==> config.mk <==
export PLATFORM = sky130hd
export DESIGN_NAME = hazard_report_rx_flat
export DESIGN_NICKNAME = d
export VERILOG_FILES = /design/src/rtl/hazard_pkg.sv /design/src/rtl/hazard_report_rx_if.sv /design/src/rtl/hazard_fifo.sv /design/src/rtl/hazard_report_rx.sv /design/src/flat_wrapper.sv
export SDC_FILE = /design/constraint.sdc
export NUM_CORES = 1
export LEC_CHECK = 0
export BUFFER_PORTS_ARGS = -buffer_cell sky130_fd_sc_hd__buf_4
export CAP_MARGIN = 20
export CORE_ASPECT_RATIO = 0.9
export CORE_MARGIN = 1
export CORE_UTILIZATION = 60
export CTS_BUF_LIST = sky130_fd_sc_hd__clkbuf_2 sky130_fd_sc_hd__clkbuf_4 sky130_fd_sc_hd__clkbuf_8
export DETAILED_ROUTE_END_ITERATION = 8
export GPL_TIMING_DRIVEN = 0
export PLACE_DENSITY = 0.79
export SLEW_MARGIN = 10
export SYNTH_ARGS = -nofsm -noshare
export SYNTH_HDL_FRONTEND = slang
export SYNTH_HIERARCHICAL = 1
export SYNTH_SLANG_ARGS = --single-unit
==> constraint.sdc <==
create_clock -name clk -period 9.9 [get_ports clk]
set_input_delay 1.485 -clock clk [delete_from_list [all_inputs] [get_ports clk]]
set_output_delay 1.485 -clock clk [all_outputs]
set_load 0.03 [all_outputs]
==> src/rtl/hazard_pkg.sv <==
// Shared constants for the hazard-report receiver: type codes, report field
// positions and display-state encodings.
package hazard_pkg;

   localparam logic [1:0] HAZ_NONE = 2'b00;
   localparam logic [1:0] HAZ_WAR  = 2'b01;
   localparam logic [1:0] HAZ_RAW  = 2'b10;
   localparam logic [1:0] HAZ_WAW  = 2'b11;

   localparam int TYPE_HI = 7;
   localparam int TYPE_LO = 6;
   localparam int I_HI    = 5;
   localparam int I_LO    = 3;
   localparam int J_HI    = 2;
   localparam int J_LO    = 0;

   typedef enum logic [1:0] {
      ST_IDLE = 2'b00,
      ST_HOLD = 2'b01,
      ST_GAP  = 2'b10
   } disp_state_t;

endpackage

==> src/rtl/hazard_report_rx_if.sv <==
// Valid/ready hazard-report link; the producer drives valid/data, the
// consumer drives ready.
interface hazard_report_rx_if;

   logic       rep_valid;
   logic [7:0] rep_data;
   logic       rep_ready;

   modport master (output rep_valid, output rep_data, input rep_ready);
   modport slave  (input rep_valid, input rep_data, output rep_ready);

endinterface

==> src/rtl/hazard_fifo.sv <==
// Synchronous FIFO with an occupancy counter; full/empty come straight from
// the registered count so they never depend on the current push/pop.
module hazard_fifo #(
   parameter int DEPTH = 8,
   parameter int WIDTH = 8
) (
   input  logic             clk,
   input  logic             rst,
   input  logic             push,
   input  logic             pop,
   input  logic [WIDTH-1:0] din,
   output logic [WIDTH-1:0] dout,
   output logic             full,
   output logic             empty
);

   localparam int AW = $clog2(DEPTH);
   localparam int CW = AW + 1;
   localparam logic [CW-1:0] FULL_LVL = CW'(DEPTH);

   logic [WIDTH-1:0] mem [DEPTH];
   logic [AW-1:0]    wr_ptr;
   logic [AW-1:0]    rd_ptr;
   logic [CW-1:0]    count;
   logic             do_push;
   logic             do_pop;

   assign full    = (count == FULL_LVL);
   assign empty   = (count == '0);
   assign do_push = push && !full;
   assign do_pop  = pop && !empty;
   assign dout    = mem[rd_ptr];

   // Storage is left unreset; only the pointers and count define contents.
   always_ff @(posedge clk) begin
      if (do_push) begin
         mem[wr_ptr] <= din;
      end
   end

   always_ff @(posedge clk) begin
      if (rst) begin
         wr_ptr <= '0;
         rd_ptr <= '0;
         count  <= '0;
      end else begin
         if (do_push) begin
            wr_ptr <= wr_ptr + 1'b1;
         end
         if (do_pop) begin
            rd_ptr <= rd_ptr + 1'b1;
         end
         case ({do_push, do_pop})
            2'b10:   count <= count + 1'b1;
            2'b01:   count <= count - 1'b1;
            default: count <= count;
         endcase
      end
   end

endmodule

==> src/rtl/hazard_report_rx.sv <==
// Hazard-report consumer: filters incoming reports, queues them and shows each
// on led for a hold time followed by a blank gap. HAZARD_COUNT_EN adds per-type counters.
module hazard_report_rx
   import hazard_pkg::*;
#(
   parameter int DEPTH       = 8,
   parameter int HOLD_CYCLES = 50_000_000,
   parameter int GAP_CYCLES  = 5_000_000
`ifdef HAZARD_COUNT_EN
   ,
   parameter int CNT_W       = 8
`endif
) (
   input  logic               clk,
   input  logic               rst,
   hazard_report_rx_if.slave  rep,
   output logic [7:0]         led,
   output logic               disp_busy,
   output logic               fmt_err
`ifdef HAZARD_COUNT_EN
   ,
   output logic [CNT_W-1:0]   raw_cnt,
   output logic [CNT_W-1:0]   war_cnt,
   output logic [CNT_W-1:0]   waw_cnt
`endif
);

   localparam int MAXC = (HOLD_CYCLES > GAP_CYCLES) ? HOLD_CYCLES : GAP_CYCLES;
   localparam int TW   = (MAXC > 1) ? $clog2(MAXC) : 1;
   localparam logic [TW-1:0] HOLD_LOAD = TW'(HOLD_CYCLES - 1);
   localparam logic [TW-1:0] GAP_LOAD  = TW'(GAP_CYCLES - 1);

   logic [1:0]  rtype;
   logic [2:0]  ri;
   logic [2:0]  rj;
   logic        xfer;
   logic        push;
   logic        bad;
   logic        pop;
   logic        full;
   logic        empty;
   logic [7:0]  dout;

   disp_state_t state, state_n;
   logic [TW-1:0] cnt, cnt_n;
   logic [7:0]    led_n;

   assign rtype = rep.rep_data[TYPE_HI:TYPE_LO];
   assign ri    = rep.rep_data[I_HI:I_LO];
   assign rj    = rep.rep_data[J_HI:J_LO];

   assign rep.rep_ready = !full;
   assign xfer = rep.rep_valid && !full;
   assign push = xfer && (rtype != HAZ_NONE) && (ri < rj);
   assign bad  = xfer && (rtype != HAZ_NONE) && (ri >= rj);

   hazard_fifo #(
      .DEPTH (DEPTH),
      .WIDTH (8)
   ) u_fifo (
      .clk   (clk),
      .rst   (rst),
      .push  (push),
      .pop   (pop),
      .din   (rep.rep_data),
      .dout  (dout),
      .full  (full),
      .empty (empty)
   );

   always_ff @(posedge clk) begin
      if (rst) begin
         fmt_err <= 1'b0;
      end else if (bad) begin
         fmt_err <= 1'b1;
      end
   end

   always_ff @(posedge clk) begin
      if (rst) begin
         state <= ST_IDLE;
         cnt   <= '0;
         led   <= '0;
      end else begin
         state <= state_n;
         cnt   <= cnt_n;
         led   <= led_n;
      end
   end

   // The FIFO is popped only from IDLE after checking empty, so an empty pop cannot occur.
   always_comb begin
      state_n = state;
      cnt_n   = cnt;
      led_n   = led;
      pop     = 1'b0;
      case (state)
         ST_IDLE: begin
            if (!empty) begin
               pop     = 1'b1;
               led_n   = dout;
               cnt_n   = HOLD_LOAD;
               state_n = ST_HOLD;
            end
         end
         ST_HOLD: begin
            if (cnt == '0) begin
               led_n   = '0;
               cnt_n   = GAP_LOAD;
               state_n = ST_GAP;
            end else begin
               cnt_n = cnt - 1'b1;
            end
         end
         ST_GAP: begin
            if (cnt == '0) begin
               state_n = ST_IDLE;
            end else begin
               cnt_n = cnt - 1'b1;
            end
         end
         default: begin
            led_n   = '0;
            state_n = ST_IDLE;
         end
      endcase
   end

   assign disp_busy = (state != ST_IDLE);

`ifdef HAZARD_COUNT_EN
   // Counters track stored reports only and stick at all-ones.
   always_ff @(posedge clk) begin
      if (rst) begin
         raw_cnt <= '0;
         war_cnt <= '0;
         waw_cnt <= '0;
      end else if (push) begin
         case (rtype)
            HAZ_RAW: if (raw_cnt != '1) raw_cnt <= raw_cnt + 1'b1;
            HAZ_WAR: if (war_cnt != '1) war_cnt <= war_cnt + 1'b1;
            HAZ_WAW: if (waw_cnt != '1) waw_cnt <= waw_cnt + 1'b1;
            default: ;
         endcase
      end
   end
`endif

endmodule

==> src/flat_wrapper.sv <==
// flat-port wrapper written by rule: the top's interface ports become plain ports
module hazard_report_rx_flat import hazard_pkg::*;
#(
   parameter int DEPTH       = 8,
   parameter int HOLD_CYCLES = 50_000_000,
   parameter int GAP_CYCLES  = 5_000_000

)
  (clk, rst, led, disp_busy, fmt_err, rep_rep_valid, rep_rep_data, rep_rep_ready);
  hazard_report_rx_if rep_i ();
  input  logic clk;
  input  logic rst;
  output logic [7:0] led;
  output logic disp_busy;
  output logic fmt_err;
  input wire logic [$bits(rep_i.rep_valid)-1:0] rep_rep_valid;
  input wire logic [$bits(rep_i.rep_data)-1:0] rep_rep_data;
  output wire logic [$bits(rep_i.rep_ready)-1:0] rep_rep_ready;
  assign rep_i.rep_valid = rep_rep_valid;
  assign rep_i.rep_data = rep_rep_data;
  assign rep_rep_ready = rep_i.rep_ready;
  hazard_report_rx #(.DEPTH(DEPTH), .HOLD_CYCLES(HOLD_CYCLES), .GAP_CYCLES(GAP_CYCLES)) u_core (.clk(clk), .rst(rst), .rep(rep_i), .led(led), .disp_busy(disp_busy), .fmt_err(fmt_err));
endmodule
# After elaboration in Yosys (flattened, before gate mapping)
# Memories as Yosys holds them, arrays and structs flattened. A register that Yosys moved wholly into a read port is not among the register bits.
# Cells that the tools add are included.
# totals
output_inout_bits	11
register_bits	47
memories	1
ram_bits	64
# mem_list
name	depth	word_bits	rd	rd_ports_with_merged_regs	write_ports	line	text
u_core.u_fifo.mem	8	8	1	1	1	hazard_fifo.sv:21	logic [WIDTH-1:0] mem [DEPTH];
# classes
eq_ne	9
reduce_logical	18
addsub	5
mux	18
magnitude_cmp	2
bitwise	1
# op_table
op	count
two-way mux 26 bit	3
one-hot mux 26 bit (3 select lines)	1
logical NOT 26 bit	1
subtractor 26 x 1 -> 26 bit (second input constant)	1
one-hot mux 8 bit (3 select lines)	1
two-way mux 8 bit	2
AND reduction 3 bit	3
one-hot mux 4 bit (2 select lines)	1
adder 3 x 1 -> 3 bit (second input constant)	2
logical AND 1 bit	6
two-way mux 2 bit	3
two-way mux 3 bit	2
one-hot mux 2 bit (3 select lines)	1
nonzero test 2 bit	3
adder 4 x 1 -> 4 bit (second input constant)	1
== test 2 x 1 -> 1 bit (second input constant)	2
== test 2 bit (second input constant)	2
== test 4 bit (second input constant)	1
logical NOT 4 bit	1
two-way mux 1 bit	4
inequality test 2 x 1 -> 1 bit (second input constant)	2
inequality test 2 bit (second input constant)	2
subtractor 4 x 1 -> 4 bit (second input constant)	1
>= comparator 3 bit	1
other kinds (5)	6

# Logic depth before layout (Yosys ltp)
# Gate-level depths: netlist of run 1.
# logic_depth
depth_word	8
depth_mapped	15

# Hierarchy
# The synthesis of run 1 kept the hierarchy.
# modules_own_cells
mod	area_per_inst_um2	instances	cells_per_inst
hazard_fifo	3151.8	1	167
hazard_report_rx	2248.4	1	294

# Worst setup path after synthesis of run 1
# Ideal clock, no wire load.
# synth_timing
kind	input -> register
start	input port rep_rep_data[1]
end	register u_core.u_fifo.count[2]
path_buffers	0
setup_ns	0.070
stages	13
arrival_time_ns	4.102
setup_slack_ns	5.728
cell_sequence	inv_1 ha_1 nor2b_1 o21a_1 nor3_1 nand2_8 ha_1 xor2_1 ha_1 a21oi_1 xor2_1 or3_1 a21oi_1
# synth_via
elab_chain_len	5
word_cells_on_any_way	7
classes_between	order compare: 1; eq/ne: 2; mux: 1; reduce/logical: 3
# synth_rtl
element	line	text
start: declaration	flat_wrapper.sv:17	input wire logic [$bits(rep_i.rep_data)-1:0] rep_rep_data;
less-than comparator 3 bit *	hazard_report_rx.sv:54	assign push = xfer && (rtype != HAZ_NONE) && (ri < rj);
logical AND 1 bit *	hazard_report_rx.sv:54	
via u_core.push	hazard_report_rx.sv:37	logic push;
logical AND 1 bit *	hazard_fifo.sv:30	assign do_push = push && !full;
== test 2 x 1 -> 1 bit or == test 2 bit (tied branches)	hazard_fifo.sv:53	case ({do_push, do_pop})
one-hot mux 4 bit (2 select lines) or nonzero test 2 bit (tied branches)	--	
end signal: assignment	hazard_fifo.sv:54	2'b10: count <= count + 1'b1;
end signal: assignment	hazard_fifo.sv:55	2'b01: count <= count - 1'b1;
end signal: assignment	hazard_fifo.sv:56	default: count <= count;
end: declaration	hazard_fifo.sv:24	logic [CW-1:0] count;
# Mark *: on every way through the listed nets, which the timed path passes. The rest lies on a longest branch.
# A chain may end at the register's enable or synchronous reset.

# Worst setup path in the final report of run 1
# Same ends and word-level chain as after synthesis.

==> results of run 1 <==
==> power by group <==
part	switching, mW	total, mW	leakage (nW)	internal [mW]
combinational	0.346	0.549	0.999	0.202
clock	0.193	0.418	0.184	0.224
sequential	0.0458	0.596	0.986	0.551
total	0.585	1.56	2.17	0.977
==> synthesized netlist by cell type, drive strengths merged, types with 3 or more instances <==
library cell,number,area (um2)
buf,10,86.3
edfxtp,64,1920
o32ai,3,26.3
or4,5,41.3
nand2b,6,37.5
nor2b,3,18.8
dfxtp,50,1000
inv,19,71.3
mux2i,3,30.0
nor3,13,76.3
or3,5,36.3
o211ai,4,30.0
o21a,7,52.6
a221oi,3,32.5
and2,3,18.8
nor4,12,75.1
mux4,16,390
xor2,6,60.1
a21oi,34,174
ha,14,175
nor2,48,180
a22oi,8,60.1
mux2,9,101
nand3,10,55.1
nand4,5,31.3
clkbuf,10,37.5
o21ai,28,163
a31oi,6,37.5
nand2,28,129
nand3b,3,22.5
==> state kept, by name, summed over array words and instances (netlist names), named ones only <==
register,count
u_core/state,2
u_core/u_fifo/rd_ptr,3
u_core/u_fifo/count,4
u_core/led,8
u_core/u_fifo/mem,64
u_core/cnt,26
u_core/u_fifo/wr_ptr,3
u_core/fmt_err,1
==> through the flow <==
step	cell area (um2)	setup WS [ns]	hold slack, ns
2_1_floorplan	5400	5.73	0.449
3_3_place_gp	5710	4.82	0.459
3_5_place_dp	5750	5.18	0.468
4_1_cts	6130	5.62	0.478
5_1_grt	6130	5.49	0.510
6_report	6130	5.59	0.479
==> kinds of logic (layout without fill, tap and decap cells) <==
| logic type | count (synthesis) | count (layout) |
|---|---|---|
| buffers and inverters | 39 | 97 |
| muxes | 28 | 28 |
| AOI/OAI and AO/OA | 111 | 111 |
| xor gates and xnor gates | 7 | 7 |
| adders and majority gates | 14 | 14 |
| and+or+nand+nor | 148 | 148 |
| DFF | 114 | 114 |
==> layer usage <==
metal  wire length [um]  GRT usage [%]
met3                931           7.47
met4                235           11.5
met2               5730           43.2
met1               5570           41.3
met5                  0              0
==> cell type report <==
type	instances	area, um2	share of cell area [%]
repair buffers	26	185	3.02
inverters	19	71.3	1.16
flip-flops and latches	114	2920	47.7
multi-input cells	308	2290	37.4
well taps	119	149	2.43
clock buffers	18	241	3.94
clock inverters	14	139	2.27
plain buffers	20	124	2.02
==> worst max path at each step <==
stage,from,endpoint,slack (ns),cells after the start
2_1_floorplan,rep_rep_data[1],u_core/u_fifo/count[2],5.73,13
3_3_place_gp,rep_rep_data[1],u_core/u_fifo/mem[0][7],4.82,8
3_5_place_dp,rep_rep_data[1],u_core/u_fifo/count[2],5.18,14
4_1_cts,rep_rep_data[1],u_core/u_fifo/count[2],5.62,14
5_1_grt,rep_rep_data[1],u_core/u_fifo/count[2],5.49,14
6_report,rep_rep_data[1],u_core/u_fifo/count[2],5.59,14
==> critical path, cell delays in order <==
cell and delay, ns:
buf_4 0.15, inv_1 0.06, ha_1 0.29, nor2b_1 0.13, o21a_1 0.16, nor3_1 0.82
nand2_8 0.17, ha_1 0.35, xor2_1 0.17, ha_1 0.18, a21oi_1 0.14, xor2_1 0.09
or3_1 0.32, a21oi_1 0.15
==> results.sh, run 1 <==
export IMPL_diodes=0
export IMPL_nNetsFinal=531
export IMPL_finClkSkew_ns=0.0109
export IMPL_ys_seq_area_share_pct=54.1
export IMPL_die_area_um2=9380
export IMPL_synth_xor_area_share_pct=1.27
export IMPL_ys_warnings_count=6
export IMPL_ant_nets=0
export IMPL_worst_skew_pair_late_latency_ns=0.43
export IMPL_area_delta_synth_final_pct=13.4
export IMPL_synthCells=461
export IMPL_drv_slew=0
export IMPL_gr_usage_all_layers_pct=29.3
export IMPL_setup_viol=0
export IMPL_synth_area_per_cell_um2=11.7
export IMPL_routedWlPerCell_um=19.5
export IMPL_ys_seq_elements=114
export IMPL_grt_pass1_wl_um=19900
export IMPL_totalWireLength_um=12500
export IMPL_r2r_start="u_core/u_fifo/count[0]"
export IMPL_total_power_mw=1.56
export IMPL_ys_flop_type="edfxtp_1"
export IMPL_htree_levels=4
export IMPL_worst_pin_slew_ns=1.03
export IMPL_maxSlewHeadroom_pct=30.7
export IMPL_grt_setup_unrepaired="false"
export IMPL_critPathRequiredTime_ns=10.26
export IMPL_overflow=0
export IMPL_synth_top_family_by_area="simple AND/OR/NAND/NOR gates"
export IMPL_cts_buffer_depth=2
export IMPL_place_hpwl_um=8400
export IMPL_worstSetupPathType="input port to flop"
export IMPL_fin_util_pct=70.8
export IMPL_fill_cells=622
export IMPL_initial_core_util_pct=62.4
export IMPL_yosysUniqueCellTypes=64
export IMPL_antenna_found_initial=0
export IMPL_cts_resized=0
export IMPL_reg2reg_to="u_core/u_fifo/count[2]"
export IMPL_drive_gt1_share_pct=19.3
export IMPL_r2r_slack_ns=6.43
export IMPL_min_from="u_core/cnt[25]"
export IMPL_cp_max_fo=9
export IMPL_fmax_mhz=232
export IMPL_gp_congestion=0.917
export IMPL_whs_endpoint="u_core/cnt[25]"
export IMPL_vdd_drop_max_uv=148
export IMPL_synthArstFlopShare_pct=0
export IMPL_hold_path_class="flop to flop"
export IMPL_p_leak_nw=2.17
export IMPL_grt_pass1_vias=3938
export IMPL_port_buffers=21
export IMPL_post_route_period_util_pct=43.6
export IMPL_post_cts_buffers=0
export IMPL_viasPerCell=6.29
export IMPL_placedCellCount=606
export IMPL_synth_fa_ha_area_share_pct=3.24
export IMPL_num_vias=4010
export IMPL_die_h_um=92
export IMPL_cts_made_buffers=17
export IMPL_critPathArrivalTime_ns=4.67
export IMPL_syn_area_um2=5400
export IMPL_synth_fp_nets=486
export IMPL_worstSetupEndpointType="flop"
export IMPL_synth_edf_count=64
export IMPL_r2r_cells=14
export IMPL_coreArea_um2=8650
export IMPL_finalSetupTns_ns=0
export IMPL_final_common_cell="edfxtp_1"
export IMPL_num_rows=32
export IMPL_path_clk_slew_ns=0.07
export IMPL_dr_pass1_iters=7
export IMPL_p_per_area_nw_per_um2=255
export IMPL_muxShareOfSynthArea_pct=9.66
export IMPL_cts_root_buf="clkbuf_8"
export IMPL_die_x_um=102
export IMPL_fin_cells=638
export IMPL_drc=0
export IMPL_clock_sinks=114
export IMPL_drv_cap=0
export IMPL_synth_simple_area_share_pct=14.5
export IMPL_hold_viol_final=0
export IMPL_io_pins=22
export IMPL_grt_max_degree=17
export IMPL_drtIter0Drc=482
export IMPL_postCtsHoldBufs=0
export IMPL_whs_path_depth=2
export IMPL_final_cell_mix="edfxtp_1 (64), dfxtp_1 (50), nor2_1 (48), a21oi_1 (33), nand2_1 (26)"
export IMPL_min_period_ns=4.31
export IMPL_outcome="complete, no violations"
export IMPL_cp_start_kind="input port"
export IMPL_cts_tree="built"
export IMPL_synth_compound_area_share_pct=13.6
(Power assumes the default switching activity.)
==> run 2: changes to the inputs <==
- ABC_AREA: default -> 1
- CORE_UTILIZATION: 60 -> 58
- clock period: 9.9 -> 3.91 ns (I/O delays scaled with it)
==> results.sh, run 2 <==
export IMPL_r2r_slack_ns=1.33
export IMPL_whs_path_depth=2
export IMPL_die_h_um=96.0
export IMPL_post_cts_buffers=0
export IMPL_htree_levels=4
export IMPL_r2r_start="u_core/u_fifo/count[2]"
export IMPL_diodes=0
export IMPL_cts_made_buffers=17
export IMPL_gp_congestion=0.990
export IMPL_totalWireLength_um=13300
export IMPL_design_area_um2=6440
export IMPL_initial_core_util_pct=61.1
export IMPL_path_clk_slew_ns=0.07
export IMPL_cts_buffer_depth=2
export IMPL_grt_max_degree=17
export IMPL_pre_cts_ws_ns=0.739
export IMPL_grt_setup_unrepaired="false"
export IMPL_critPathSlowestCell="nor2_1"
export IMPL_p_leak_nw=2.71
export IMPL_finClkSkew_ns=0.00867
export IMPL_fill_cells=715
export IMPL_timing_hold_ws_ns=0.395
export IMPL_ys_warnings_count=6
export IMPL_num_vias=4805
export IMPL_grt_pass1_wl_um=21500
export IMPL_post_route_period_util_pct=70.9
export IMPL_layout_setup_ws_ns=1.14
export IMPL_min_period_ns=2.77
export IMPL_vdd_drop_max_uv=455
export IMPL_cts_root_buf="clkbuf_8"
export IMPL_synth_area_per_cell_um2=8.37
export IMPL_viasPerCell=5.61
export IMPL_ys_seq_area_share_pct=51.3
export IMPL_reg_top3="u_core/u_fifo/mem x64, u_core/cnt x26, u_core/led x8"
export IMPL_path_cells="buf_4 > inv_1 > ha_1 > a21oi_1 > o21ai_0 > nor4_1 > nand2_2 > nor2_1 > inv_1 > nor2_1"
export IMPL_setup_viol=0
export IMPL_synth_fp_nets=706
export IMPL_overflow=0
export IMPL_drtIter0Drc=493
export IMPL_die_area_um2=10200
export IMPL_cp_max_fo=9
export IMPL_outcome="complete, no violations"
export IMPL_whs_endpoint="u_core/fmt_err"
export IMPL_worstSetupEndpointType="flop"
export IMPL_yosys_area_top_type_share_pct=33.7
export IMPL_synthCells=681
export IMPL_worst_pin_slew_ns=0.899
export IMPL_yosysUniqueCellTypes=42
export IMPL_critPathArrivalTime_ns=2.82
export IMPL_cp_top_family="simple AND/OR/NAND/NOR gates"
export IMPL_maxSlewHeadroom_pct=39.8
export IMPL_dr_pass1_iters=5
export IMPL_synth_area_leaders="edfxtp_1 (34%), dfxtp_1 (18%), nand2_1 (9.4%)"
export IMPL_cts_tree="built"
export IMPL_synth_most_common_cell="nand2_1"
export IMPL_critPathRequiredTime_ns=3.96
export IMPL_area_delta_synth_final_pct=13.0
export IMPL_finalSetupTns_ns=0
export IMPL_fmax_mhz=361
export IMPL_ys_seq_elements=114
export IMPL_critPathBufInv=3
export IMPL_largest_reg_flops=64
export IMPL_hold_path_class="input port to flop"
export IMPL_num_rows=33
export IMPL_hold_viol_final=0
export IMPL_gr_usage_all_layers_pct=27.9
export IMPL_nNetsFinal=746
export IMPL_ys_flop_type="edfxtp_1"
export IMPL_r2r_cells=8
export IMPL_drv_cap=0
export IMPL_slowest_delay_ns=0.69
export IMPL_placedCellCount=824
export IMPL_fin_cells=856
export IMPL_drv_slew=0
export IMPL_cts_resized=0
export IMPL_synth_edf_count=64
export IMPL_place_hpwl_um=9350
export IMPL_antenna_found_initial=0
export IMPL_reg2reg_to="u_core/u_fifo/mem[5][1]"
export IMPL_drive_gt1_share_pct=12.1
export IMPL_routedWlPerCell_um=15.5
export IMPL_grt_pass1_vias=4482
export IMPL_syn_area_um2=5700
export IMPL_coreArea_um2=9330
export IMPL_die_x_um=106
export IMPL_min_from="rst"
export IMPL_ant_nets=0
export IMPL_io_pins=22
export IMPL_drc=0
export IMPL_clock_sinks=114
export IMPL_p_per_area_nw_per_um2=715
export IMPL_port_buffers=21
export IMPL_dpl_cell_area_um2=6010
export IMPL_synthArstFlopShare_pct=0
export IMPL_worst_skew_pair_late_latency_ns=0.43
export IMPL_synth_cells_most_frequent="nand2_1 (143), nor2_1 (140), edfxtp_1 (64), inv_1 (64), dfxtp_1 (50)"
export IMPL_worstSetupPathType="input port to flop"
export IMPL_regMostFlops="u_core/u_fifo/mem"
export IMPL_synth_top_area_cell="edfxtp_1"
export IMPL_final_cell_mix="nand2_1 (143), nor2_1 (140), inv_1 (64), edfxtp_1 (64), dfxtp_1 (50)"
export IMPL_final_common_cell="nand2_1"
export IMPL_postCtsHoldBufs=0
export IMPL_cp_start_kind="input port"
[run 2: changes by cell type after synthesis, sizes merged, moves of 9 or more]
cell | previous run | this run
nand2 | 28 | 148
nor2 | 48 | 148
inv | 19 | 68
o21ai | 28 | 67
mux4 | 16 | 0
nor4 | 12 | 1
mux2 | 9 | 0
[run 2: area by class of cell]
class / count / area [um2] / area share [%]
inverters: 69 / 262 / 4.06
well taps: 122 / 153 / 2.37
clock inverters: 14 / 188 / 2.92
flip-flops and latches: 114 / 2920 / 45.4
plain buffers: 16 / 130 / 2.02
clock buffers: 18 / 241 / 3.75
multi-input cells: 482 / 2380 / 37.0
repair buffers: 21 / 158 / 2.45
[run 2: report_power, final]
part	leakage, nW	internal (mW)	switching [mW]
registers	0.989	1.44	0.158
clock network	0.208	0.698	0.486
logic	1.51	0.588	1.23
total	2.71	2.73	1.88
[run 2: worst max path at each step]
stage | end | cells past startpoint | start
3_5_place_dp | u_core/u_fifo/mem[7][4] | 10 | rep_rep_data[2]
3_3_place_gp | u_core/u_fifo/mem[7][3] | 10 | rep_rep_data[2]
6_report | u_core/u_fifo/mem[5][1] | 10 | rep_rep_data[2]
4_1_cts | u_core/u_fifo/mem[7][2] | 10 | rep_rep_data[2]
5_1_grt | u_core/u_fifo/count[2] | 16 | rep_rep_data[2]
2_1_floorplan | u_core/u_fifo/count[2] | 15 | rep_rep_data[2]
[run 2: through the flow]
stage               utilization (%)  power (mW)
floorplan                         -        2.92
global placement               64.4        3.32
detailed placement             64.4        3.39
CTS                            69.0        4.58
global route                   69.0        4.91
finish                         69.0        4.61
[run 2: metal layers]
metal / track usage, % / part of all wire [%] / vias to the layer above
met3: 8.46 / 8.7 / 13
met2: 44.4 / 46 / 216
met5: 0 / 0 / -
met4: 8.33 / 0.87 / 0
met1: 37.0 / 45 / 2262
li1: - / - / 2314
[run 2: cells by family after synthesis]
kind of cell / synth area share, %
buffers and inverters: 6.87
and+or+nand+nor: 25.1
xor gates and xnor gates: 1.69
AOI/OAI and AO/OA: 10.6
DFF: 51.3
adders and majority gates: 3.07
muxes: 1.41
==> run 3: changes to the inputs <==
- ABC_AREA: 1 -> 0
- PLACE_DENSITY: 0.79 -> 0.8
- clock period: 3.91 -> 2.5 ns (I/O delays scaled with it)
==> results.sh, run 3 (synthesized netlist as in run 1, its figures left out) <==
export IMPL_num_vias=4461
export IMPL_grt_pass1_vias=4227
export IMPL_dpl_cell_area_um2=5800
export IMPL_drive_gt1_share_pct=35.2
export IMPL_area_delta_synth_final_pct=25.3
export IMPL_worstSetupEndpointType="flop"
export IMPL_drc=0
export IMPL_port_buffers=21
export IMPL_grt_max_degree=17
export IMPL_initial_core_util_pct=59.4
export IMPL_totalWireLength_um=14300
export IMPL_drtIter0Drc=568
export IMPL_cts_tree="built"
export IMPL_drv_cap=0
export IMPL_post_route_period_util_pct=106
export IMPL_cp_max_fo=10
export IMPL_setup_viol=24
export IMPL_gp_congestion=0.944
export IMPL_vdd_drop_max_uv=659
export IMPL_reg_top3="u_core/u_fifo/mem x64, u_core/cnt x26, u_core/led x8"
export IMPL_maxSlewHeadroom_pct=49.6
export IMPL_cts_root_buf="clkbuf_8"
export IMPL_grt_setup_unrepaired="true"
export IMPL_worst_pin_slew_ns=0.757
export IMPL_drv_slew=0
export IMPL_finalSetupTns_ns=-2.38
export IMPL_design_area_um2=6770
export IMPL_p_leak_nw=2.40
export IMPL_clock_sinks=114
export IMPL_min_period_ns=2.66
export IMPL_regMostFlops="u_core/u_fifo/mem"
export IMPL_cp_start_kind="flop"
export IMPL_hold_viol_final=0
export IMPL_num_rows=33
export IMPL_violations="setup timing"
export IMPL_coreArea_um2=9080
export IMPL_finClkSkew_ns=0.0120
export IMPL_fmax_mhz=376
export IMPL_largest_reg_flops=64
export IMPL_critPathRequiredTime_ns=2.85
export IMPL_routedWlPerCell_um=21.3
export IMPL_final_cell_mix="edfxtp_1 (64), buf_4 (53), nor2_1 (44), dfxtp_1 (42), nand2_1 (24)"
export IMPL_fin_util_pct=74.5
export IMPL_grt_pass1_wl_um=21300
export IMPL_layout_setup_ws_ns=-0.162
export IMPL_antenna_found_initial=0
export IMPL_die_x_um=104
export IMPL_gr_usage_all_layers_pct=29.4
export IMPL_final_common_cell="edfxtp_1"
export IMPL_path_clk_slew_ns=0.07
export IMPL_seqCellArea_um2=2940
export IMPL_dr_pass1_iters=7
export IMPL_fill_cells=539
export IMPL_cts_made_buffers=17
export IMPL_place_hpwl_um=8440
export IMPL_worst_skew_pair_late_latency_ns=0.43
export IMPL_multi_input_area_um2=2620
export IMPL_p_per_area_nw_per_um2=1050
export IMPL_critPathArrivalTime_ns=3.01
export IMPL_hold_path_class="input port to flop"
export IMPL_io_pins=22
export IMPL_ant_nets=0
export IMPL_die_area_um2=9700
export IMPL_worstSetupPathType="flop to flop"
export IMPL_diodes=0
export IMPL_viasPerCell=6.63
export IMPL_nNetsFinal=563
export IMPL_outcome="finished with violations"
export IMPL_die_h_um=93.5
export IMPL_overflow=0
export IMPL_cts_buffer_depth=2
export IMPL_htree_levels=4
run 3: changes by cell type in the layout (fill, tap and decap cells not counted), moves of 10 or more:
cell / previous run / this run
buf_4: 22 / 53
nor2_1: 140 / 44
nand2_1: 143 / 24
a21oi_2: 0 / 10
inv_1: 64 / 16
o21ai_0: 46 / 9
a21oi_1: 35 / 22
run 3: path summary, 6_finish.rpt:
kind	to	slack (ns)	from	depth (start not counted)
min reg2reg	u_core/fmt_err	0.49	u_core/fmt_err	2
min	u_core/u_fifo/mem[7][2]	0.19	rep_rep_data[2]	1
max	u_core/cnt[14]	-0.16	u_core/cnt[3]	8
max reg2reg	u_core/cnt[14]	-0.16	u_core/cnt[3]	8
run 3: critical path, stage by stage (launching register included):
cell and delay (ns):
dfxtp_4 0.34, or4_4 0.54, or4_4 0.51, or3_4 0.41
buf_8 0.16, o21ai_4 0.18, buf_6 0.18, o21ai_1 0.09
a21oi_1 0.17
run 3: report_power, final:
group / internal, mW / switching [mW]
clock: 0.812 / 0.843
combinational: 1.26 / 1.77
sequential: 2.19 / 0.208
total: 4.27 / 2.82
run 3: what timing repair did:
action	in CTS	in global routing
gates cloned	1	1
hold buffers	0	0
endpoints found under the setup margin	66	66
pin swaps	24	25
resized for setup	33	57
setup buffers	21	14
run 3: metal layers:
metal	vias up	track usage [%]	wire length (um)
met5	-	0	0
met4	0	12.1	448
met3	65	7.74	1400
met2	323	48.2	6970
met1	2145	37.3	5510
li1	1928	-	-
run 3: metrics by stage:
stage	hold WS (ns)	worst slack (ns)	std cells	total power, mW
final	0.188	-0.162	673	7.09
after global routing	0.165	-0.216	673	7.38
after CTS	0.169	-0.187	661	6.51
after detailed placement	0.477	-0.463	609	4.55
after global placement	0.462	-1.03	604	4.44
after floorplan	0.449	-0.205	461	3.95
run 3: final cells by class:
type                            instances  area share (%)
Inverter                               19            1.16
Timing Repair Buffer                   62            7.19
Multi-Input combinational cell        308            38.7
Clock inverter                         15            2.18
Sequential cell                       114            43.5
Clock buffer                           17            3.46
Buffer                                 16            1.61
Tap cell                              122            2.26
